[src/rtl/hist_sequencer_if.sv]
// hist_sequencer_if: sample sources A/B plus histogram core port bundle.
// master = sequencer side, slave = producers and core side.
interface hist_sequencer_if;
  logic        a_valid;
  logic [15:0] a_data;
  logic        a_ready;
  logic        b_valid;
  logic [15:0] b_data;
  logic        b_ready;
  logic [15:0] hist_data;
  logic        hist_we;
  logic        hist_ready;
  logic        hist_rd_start;
  logic        hist_valid;
  logic        hist_last;

  modport master (
    input  a_valid, a_data,
    input  b_valid, b_data,
    input  hist_ready, hist_valid, hist_last,
    output a_ready, b_ready,
    output hist_data, hist_we, hist_rd_start
  );

  modport slave (
    output a_valid, a_data,
    output b_valid, b_data,
    output hist_ready, hist_valid, hist_last,
    input  a_ready, b_ready,
    input  hist_data, hist_we, hist_rd_start
  );
endinterface

[src/rtl/hist_sequencer.sv]
// hist_sequencer: arbitrates sources A/B onto the histogram core write
// port, closes frames by count or flush, then runs and checks readout.
// Ports: clk, rst_n, start, flush, bus (hist_sequencer_if.master),
// busy, frame_done, sample_cnt, rd_err.
// HIST_SEQ_RR_EN: round-robin grant; otherwise A has fixed priority.
module hist_sequencer #(
  parameter int FRAME_LEN = 256,
  parameter int CNT_W     = 16,
  parameter int NUM_BINS  = 16
) (
  input  logic             clk,
  input  logic             rst_n,
  input  logic             start,
  input  logic             flush,
  hist_sequencer_if.master bus,
  output logic             busy,
  output logic             frame_done,
  output logic [CNT_W-1:0] sample_cnt,
  output logic             rd_err
);

  typedef enum logic [2:0] {
    IDLE, ACCUM, DRAIN, READOUT, DONE
  } state_t;

  localparam int BW = $clog2(NUM_BINS + 2);
  localparam logic [CNT_W-1:0] FULL =
    CNT_W'(FRAME_LEN);
  localparam logic [BW-1:0] LAST_IDX =
    BW'(NUM_BINS - 1);
  localparam logic [BW-1:0] BEAT_MAX =
    BW'(NUM_BINS + 1);

  state_t        state, state_nxt;
  logic          grant_a, grant_b;
  logic          acc_a, acc_b, acc;
  logic          frame_full, rd_go;
  logic [BW-1:0] beat_cnt;
`ifdef HIST_SEQ_RR_EN
  logic          prio_b;
`endif

  always_comb begin
`ifdef HIST_SEQ_RR_EN
    grant_a = bus.a_valid &
              (~bus.b_valid | ~prio_b);
`else
    grant_a = bus.a_valid;
`endif
    grant_b = bus.b_valid & ~grant_a;
  end

  assign bus.a_ready = (state == ACCUM) &
                       grant_a & bus.hist_ready;
  assign bus.b_ready = (state == ACCUM) &
                       grant_b & bus.hist_ready;

  assign acc_a = bus.a_valid & bus.a_ready;
  assign acc_b = bus.b_valid & bus.b_ready;
  assign acc   = acc_a | acc_b;

  assign frame_full = acc &
    (sample_cnt == FULL - CNT_W'(1));

  // readout may start only once the last write has left hist_we
  assign rd_go = (state == DRAIN) &
                 ~bus.hist_we & bus.hist_ready;

  always_ff @(posedge clk or negedge rst_n) begin
    if (!rst_n) state <= IDLE;
    else        state <= state_nxt;
  end

  always_comb begin
    state_nxt = state;
    unique case (state)
      IDLE:    if (start) state_nxt = ACCUM;
      ACCUM:   if (frame_full | flush)
                 state_nxt = DRAIN;
      DRAIN:   if (rd_go) state_nxt = READOUT;
      READOUT: if (bus.hist_valid & bus.hist_last)
                 state_nxt = DONE;
      DONE:    state_nxt = IDLE;
      default: state_nxt = IDLE;
    endcase
  end

  always_ff @(posedge clk or negedge rst_n) begin
    if (!rst_n) begin
      bus.hist_data     <= '0;
      bus.hist_we       <= 1'b0;
      bus.hist_rd_start <= 1'b0;
      busy              <= 1'b0;
      frame_done        <= 1'b0;
      sample_cnt        <= '0;
      rd_err            <= 1'b0;
      beat_cnt          <= '0;
    end else begin
      bus.hist_we       <= acc;
      bus.hist_rd_start <= rd_go;
      busy              <= state_nxt != IDLE;
      frame_done        <= (state == READOUT) &
                           bus.hist_valid &
                           bus.hist_last;
      if (acc)
        bus.hist_data <= acc_a ? bus.a_data
                               : bus.b_data;
      if (state == IDLE && start) begin
        sample_cnt <= '0;
        rd_err     <= 1'b0;
      end else if (acc && sample_cnt != FULL) begin
        sample_cnt <= sample_cnt + 1'b1;
      end
      if (state == DRAIN) begin
        beat_cnt <= '0;
      end else if (state == READOUT &&
                   bus.hist_valid) begin
        if (bus.hist_last) begin
          if (beat_cnt != LAST_IDX)
            rd_err <= 1'b1;
        end else if (beat_cnt != BEAT_MAX) begin
          // saturate: any overrun stays a mismatch
          beat_cnt <= beat_cnt + 1'b1;
        end
      end
    end
  end

`ifdef HIST_SEQ_RR_EN
  always_ff @(posedge clk or negedge rst_n) begin
    if (!rst_n)     prio_b <= 1'b0;
    else if (acc_a) prio_b <= 1'b1;
    else if (acc_b) prio_b <= 1'b0;
  end
`endif

endmodule

[src/flat_wrapper.sv]
// flat-port wrapper written by rule: the top's interface ports become plain ports
module hist_sequencer_flat 
#(
  parameter int FRAME_LEN = 256,
  parameter int CNT_W     = 16,
  parameter int NUM_BINS  = 16
)
  (clk, rst_n, start, flush, busy, frame_done, sample_cnt, rd_err, bus_a_valid, bus_a_data, bus_b_valid, bus_b_data, bus_hist_ready, bus_hist_valid, bus_hist_last, bus_a_ready, bus_b_ready, bus_hist_data, bus_hist_we, bus_hist_rd_start);
  hist_sequencer_if bus_i ();
  input  logic clk;
  input  logic rst_n;
  input  logic start;
  input  logic flush;
  output logic busy;
  output logic frame_done;
  output logic [CNT_W-1:0] sample_cnt;
  output logic rd_err;
  input wire logic [$bits(bus_i.a_valid)-1:0] bus_a_valid;
  input wire logic [$bits(bus_i.a_data)-1:0] bus_a_data;
  input wire logic [$bits(bus_i.b_valid)-1:0] bus_b_valid;
  input wire logic [$bits(bus_i.b_data)-1:0] bus_b_data;
  input wire logic [$bits(bus_i.hist_ready)-1:0] bus_hist_ready;
  input wire logic [$bits(bus_i.hist_valid)-1:0] bus_hist_valid;
  input wire logic [$bits(bus_i.hist_last)-1:0] bus_hist_last;
  output wire logic [$bits(bus_i.a_ready)-1:0] bus_a_ready;
  output wire logic [$bits(bus_i.b_ready)-1:0] bus_b_ready;
  output wire logic [$bits(bus_i.hist_data)-1:0] bus_hist_data;
  output wire logic [$bits(bus_i.hist_we)-1:0] bus_hist_we;
  output wire logic [$bits(bus_i.hist_rd_start)-1:0] bus_hist_rd_start;
  assign bus_i.a_valid = bus_a_valid;
  assign bus_i.a_data = bus_a_data;
  assign bus_i.b_valid = bus_b_valid;
  assign bus_i.b_data = bus_b_data;
  assign bus_i.hist_ready = bus_hist_ready;
  assign bus_i.hist_valid = bus_hist_valid;
  assign bus_i.hist_last = bus_hist_last;
  assign bus_a_ready = bus_i.a_ready;
  assign bus_b_ready = bus_i.b_ready;
  assign bus_hist_data = bus_i.hist_data;
  assign bus_hist_we = bus_i.hist_we;
  assign bus_hist_rd_start = bus_i.hist_rd_start;
  hist_sequencer #(.FRAME_LEN(FRAME_LEN), .CNT_W(CNT_W), .NUM_BINS(NUM_BINS)) u_core (.clk(clk), .rst_n(rst_n), .start(start), .flush(flush), .bus(bus_i), .busy(busy), .frame_done(frame_done), .sample_cnt(sample_cnt), .rd_err(rd_err));
endmodule
[config.mk]
export PLATFORM = sky130hd
export DESIGN_NAME = hist_sequencer_flat
export DESIGN_NICKNAME = d
export VERILOG_FILES = /design/src/rtl/hist_sequencer_if.sv /design/src/rtl/hist_sequencer.sv /design/src/flat_wrapper.sv
export SDC_FILE = /design/constraint.sdc
export NUM_CORES = 1
export LEC_CHECK = 0
export CAP_MARGIN = 20
export CORE_UTILIZATION = 45
export DETAILED_ROUTE_END_ITERATION = 6
export PLACE_DENSITY = 0.8
export SLEW_MARGIN = 20
export SYNTH_ARGS = -nofsm -noshare
export SYNTH_HDL_FRONTEND = slang
export SYNTH_SLANG_ARGS = --single-unit
[constraint.sdc]
create_clock -name clk -period 2.5 [get_ports clk]
set_input_delay 0.75 -clock clk [delete_from_list [all_inputs] [get_ports clk]]
set_output_delay 0.75 -clock clk [all_outputs]
set_load 0.03 [all_outputs]
==> results.md <==
- Status: finished clean
- Net Sw Frac: a little under two fifths
- WP data arrival: 1.67 ns
- Peak VDD IR: 0.000485 V
- Boundary Pins: 80
- CP Class: in -> out
- Startpoint type of the worst setup path: input port
- Post-Syn Instances: 236
- Switching power: about 1.1 mW
- Minimum clock period: 2.42 ns
- Multiplexer share of the synthesized area: 10.4%
- Largest family of logic cells by synthesized area: simple AND/OR/NAND/NOR gates
- FFs w/ async S/R, synth: 100%
- Max Fanout on Critical Path: 2
- Final hold vios: 0
- Die height: 73.8 µm
- Compound-cell area share of the yosys netlist: 12.3%
- Max_slew headroom: 60.7%
- Worst hold path type: reg -> reg
- CORE AREA: ~4800 µm²
- Req. time, crit path: 1.75 ns
- Std-Cell Rows: 25
- Clock sink total: 45
- Commonest cells after routing, fill and taps aside: clkdlybuf4s50_1, dfrtp_1, nand2_1, mux2i_1, o21ai_0
- First-pass GRT wire length: 8970 µm
- Top_reg_cell synth: dfrtp_1
- # DRC: 0
- P_int: 1.78 mW
- H-tree depth: 2
- RSZ-0062 raised after global routing: no
- Wirelength per Cell: 13.9 µm
- LEAKAGE: 1.51 nW
- Commonest non-fill, non-tap cell in the layout: clkdlybuf4s50_1
- IO buf count: 79
- Yosys cell types: 39
- Number of CTS-inserted buffers: 5
- Clk slew on worst S/H paths: 0.08 ns
- Max Freq: 0.413 GHz
- Post-CTS Hold Buffers: 0
- Synth Area in Simple Gates: between 20% and 30%
- Root Buffer: clkbuf_8
- Iteration-0 DRC Markers: around 130
- Comb power frac: 43.4%
- Clock Path Buffers: 2
- DIE AREA: 5440 µm²
- Sequential power share: 36.7%
- DRT Pass-1 Iters: 4
- Nets: 370
- Setup violators final: 0
- Synth warn: 0
- Fill cell count: 377
- CTS tree: done
- Initial antenna violation count: 0
- Congestion Overflow GR: 0
- Sequential-to-total area share from yosys stat: 48.6%
- Post-route ant nets: 0
- Design area: 3370 µm²
- Dpl cell area: ~3200 µm²
- Initial Utilization: 47.8%
- Vias post-DR: approximately 2100
- Cell area after synthesis: 2320 µm²
- Final Max Tran Viols: 0
- Skew-Pair Late Insertion Delay: between 0.2 and 0.3 ns
- Max-cap violations: 0
- Setup Skew: ~0.0062 ns
- Clock network power share: 19.9%
- Post-detail-place hpwl: 4110 µm
- Hold Slack: around 0.49 ns
- Area Overhead vs Synth: 45.4%
- Final wirelength: 5460 µm
- Die span in x: 73.8 µm
- Period Utilization, post-route: 96.8%
- Dpl cells: 384
- Number of synthesized flops with an enable pin: 0
- Worst slew pin tran: 0.584 ns
- All-Layer GR Usage: between 20% and 30%
- XOR/XNOR Fraction of Synth Area: less than 1%
- RD Place Congestion: 0.822
- Tot Pwr: 2.86 mW
- Drt via density: 5.43
- Flops & latches, synth: 45
- Syn Nets: 282
- Setup crit end kind: primary output
- Pin count of the biggest net entering global routing: 46
- Layout cell share with drive strength beyond 1: 10.2%
- Vias in the first global route: 1983
- Mapped Avg Cell Area: 9.82 µm²
- Final cell count without fillers: approximately 390
- PD cells: around 850 nW/µm²
- Adder-Cell Fraction of Synth Area: 2.70%
- Antenna Cells: 0
stage by stage:
| stage | setup TNS, ns | worst slack [ns] | utilization (%) |
|---|---|---|---|
| 2_1_floorplan | 0 | 0.0240 | - |
| 4_1_cts | 0 | 0.0659 | 69.5 |
| 5_1_grt | 0 | 0.0148 | 69.5 |
| 3_5_place_dp | -2.44 | -0.333 | 66.9 |
| 6_report | 0 | 0.0803 | 69.5 |
| 3_3_place_gp | -2.34 | -0.303 | 66.9 |
final timing paths:
path	start	endpoint	slack, ns	cells after the start
max	bus_b_valid	bus_b_ready	0.08	4
min	u_core.bus.hist_data[8]	u_core.bus.hist_data[8]	0.49	2
max reg2reg	u_core.state[2]	u_core.sample_cnt[13]	0.30	4
min reg2reg	u_core.bus.hist_data[8]	u_core.bus.hist_data[8]	0.49	2
max in group asynchronous	rst_n	u_core.sample_cnt[2]	1.59	2
min in group asynchronous	rst_n	u_core.sample_cnt[5]	0.52	2
flip-flops by register name (all words and copies together) (netlist names):
| name | flops |
|---|---|
| u_core.beat_cnt | 5 |
| u_core.bus.hist_data | 16 |
| u_core.bus.hist_rd_start | 1 |
| u_core.bus.hist_we | 1 |
| u_core.busy | 1 |
| u_core.frame_done | 1 |
| u_core.rd_err | 1 |
| u_core.sample_cnt | 16 |
| u_core.state | 3 |
cells in the mapped netlist (all sizes together) (2+ instances only):
cell	count	share of area, %
nand3	7	1.5
buf	4	0.81
nand2b	2	0.54
clkbuf	9	1.5
and4	2	0.76
o31ai	10	3.2
nor3b	4	1.3
nor2	9	1.5
nor3	3	0.65
o21ai	20	4.3
or4	10	3.2
and3	2	0.54
nor4b	2	0.76
nor4	3	0.81
o211ai	2	0.65
dfrtp	45	49
inv	11	1.8
nand2	32	5.2
mux2i	23	9.9
a311oi	2	0.76
nand4	5	1.3
ha	5	2.7
a21oi	10	2.2
cell families after synthesis:
logic type	Yosys count
multiplexers	24
AO/OA/AOI/OAI	47
adder cells (fa/ha/maj)	5
AND/OR/NAND/NOR	90
flip-flops	45
buffers and inverters	24
XOR/XNOR	1
layer usage:
metal / routed length (µm) / global-route usage, % / up-vias
met3: 312 / 4.66 / 9
met4: 87 / 9.19 / 0
li1: - / - / 1032
met2: 2780 / 35.8 / 68
met1: 2280 / 27.3 / 1019
met5: 0 / 0 / -
repair_timing:
item	4_1_cts	5_1_grt
setup endpoints to repair	5	0
gates resized for setup	2	0
setup buffers	0	0
worst max-delay path: stages:
cell and delay [ns]:
clkdlybuf4s50_1 0.47, buf_4 0.12, nor3b_2 0.15, buf_4 0.18
power groups by stage:
stage	combinational, mW	sequential, mW	clock (mW)
after floorplan	0.411	1.34	0
after global placement	1.23	1.05	0
after detailed placement	1.25	1.06	0
after CTS	1.26	1.05	0.575
after global routing	1.35	1.08	0.607
final	1.24	1.05	0.568
final cells by class:
type	instances	area [µm²]	share of cell area (%)
Tap cell	67	83.8	2.49
Multi-Input combinational cell	167	1110	32.8
Timing Repair Buffer	94	892	26.5
Clock inverter	2	37.5	1.11
Sequential cell	45	1130	33.4
Inverter	11	41.3	1.23
Clock buffer	6	82.6	2.45
No activity file was read; power rests on OpenSTA's default activity.
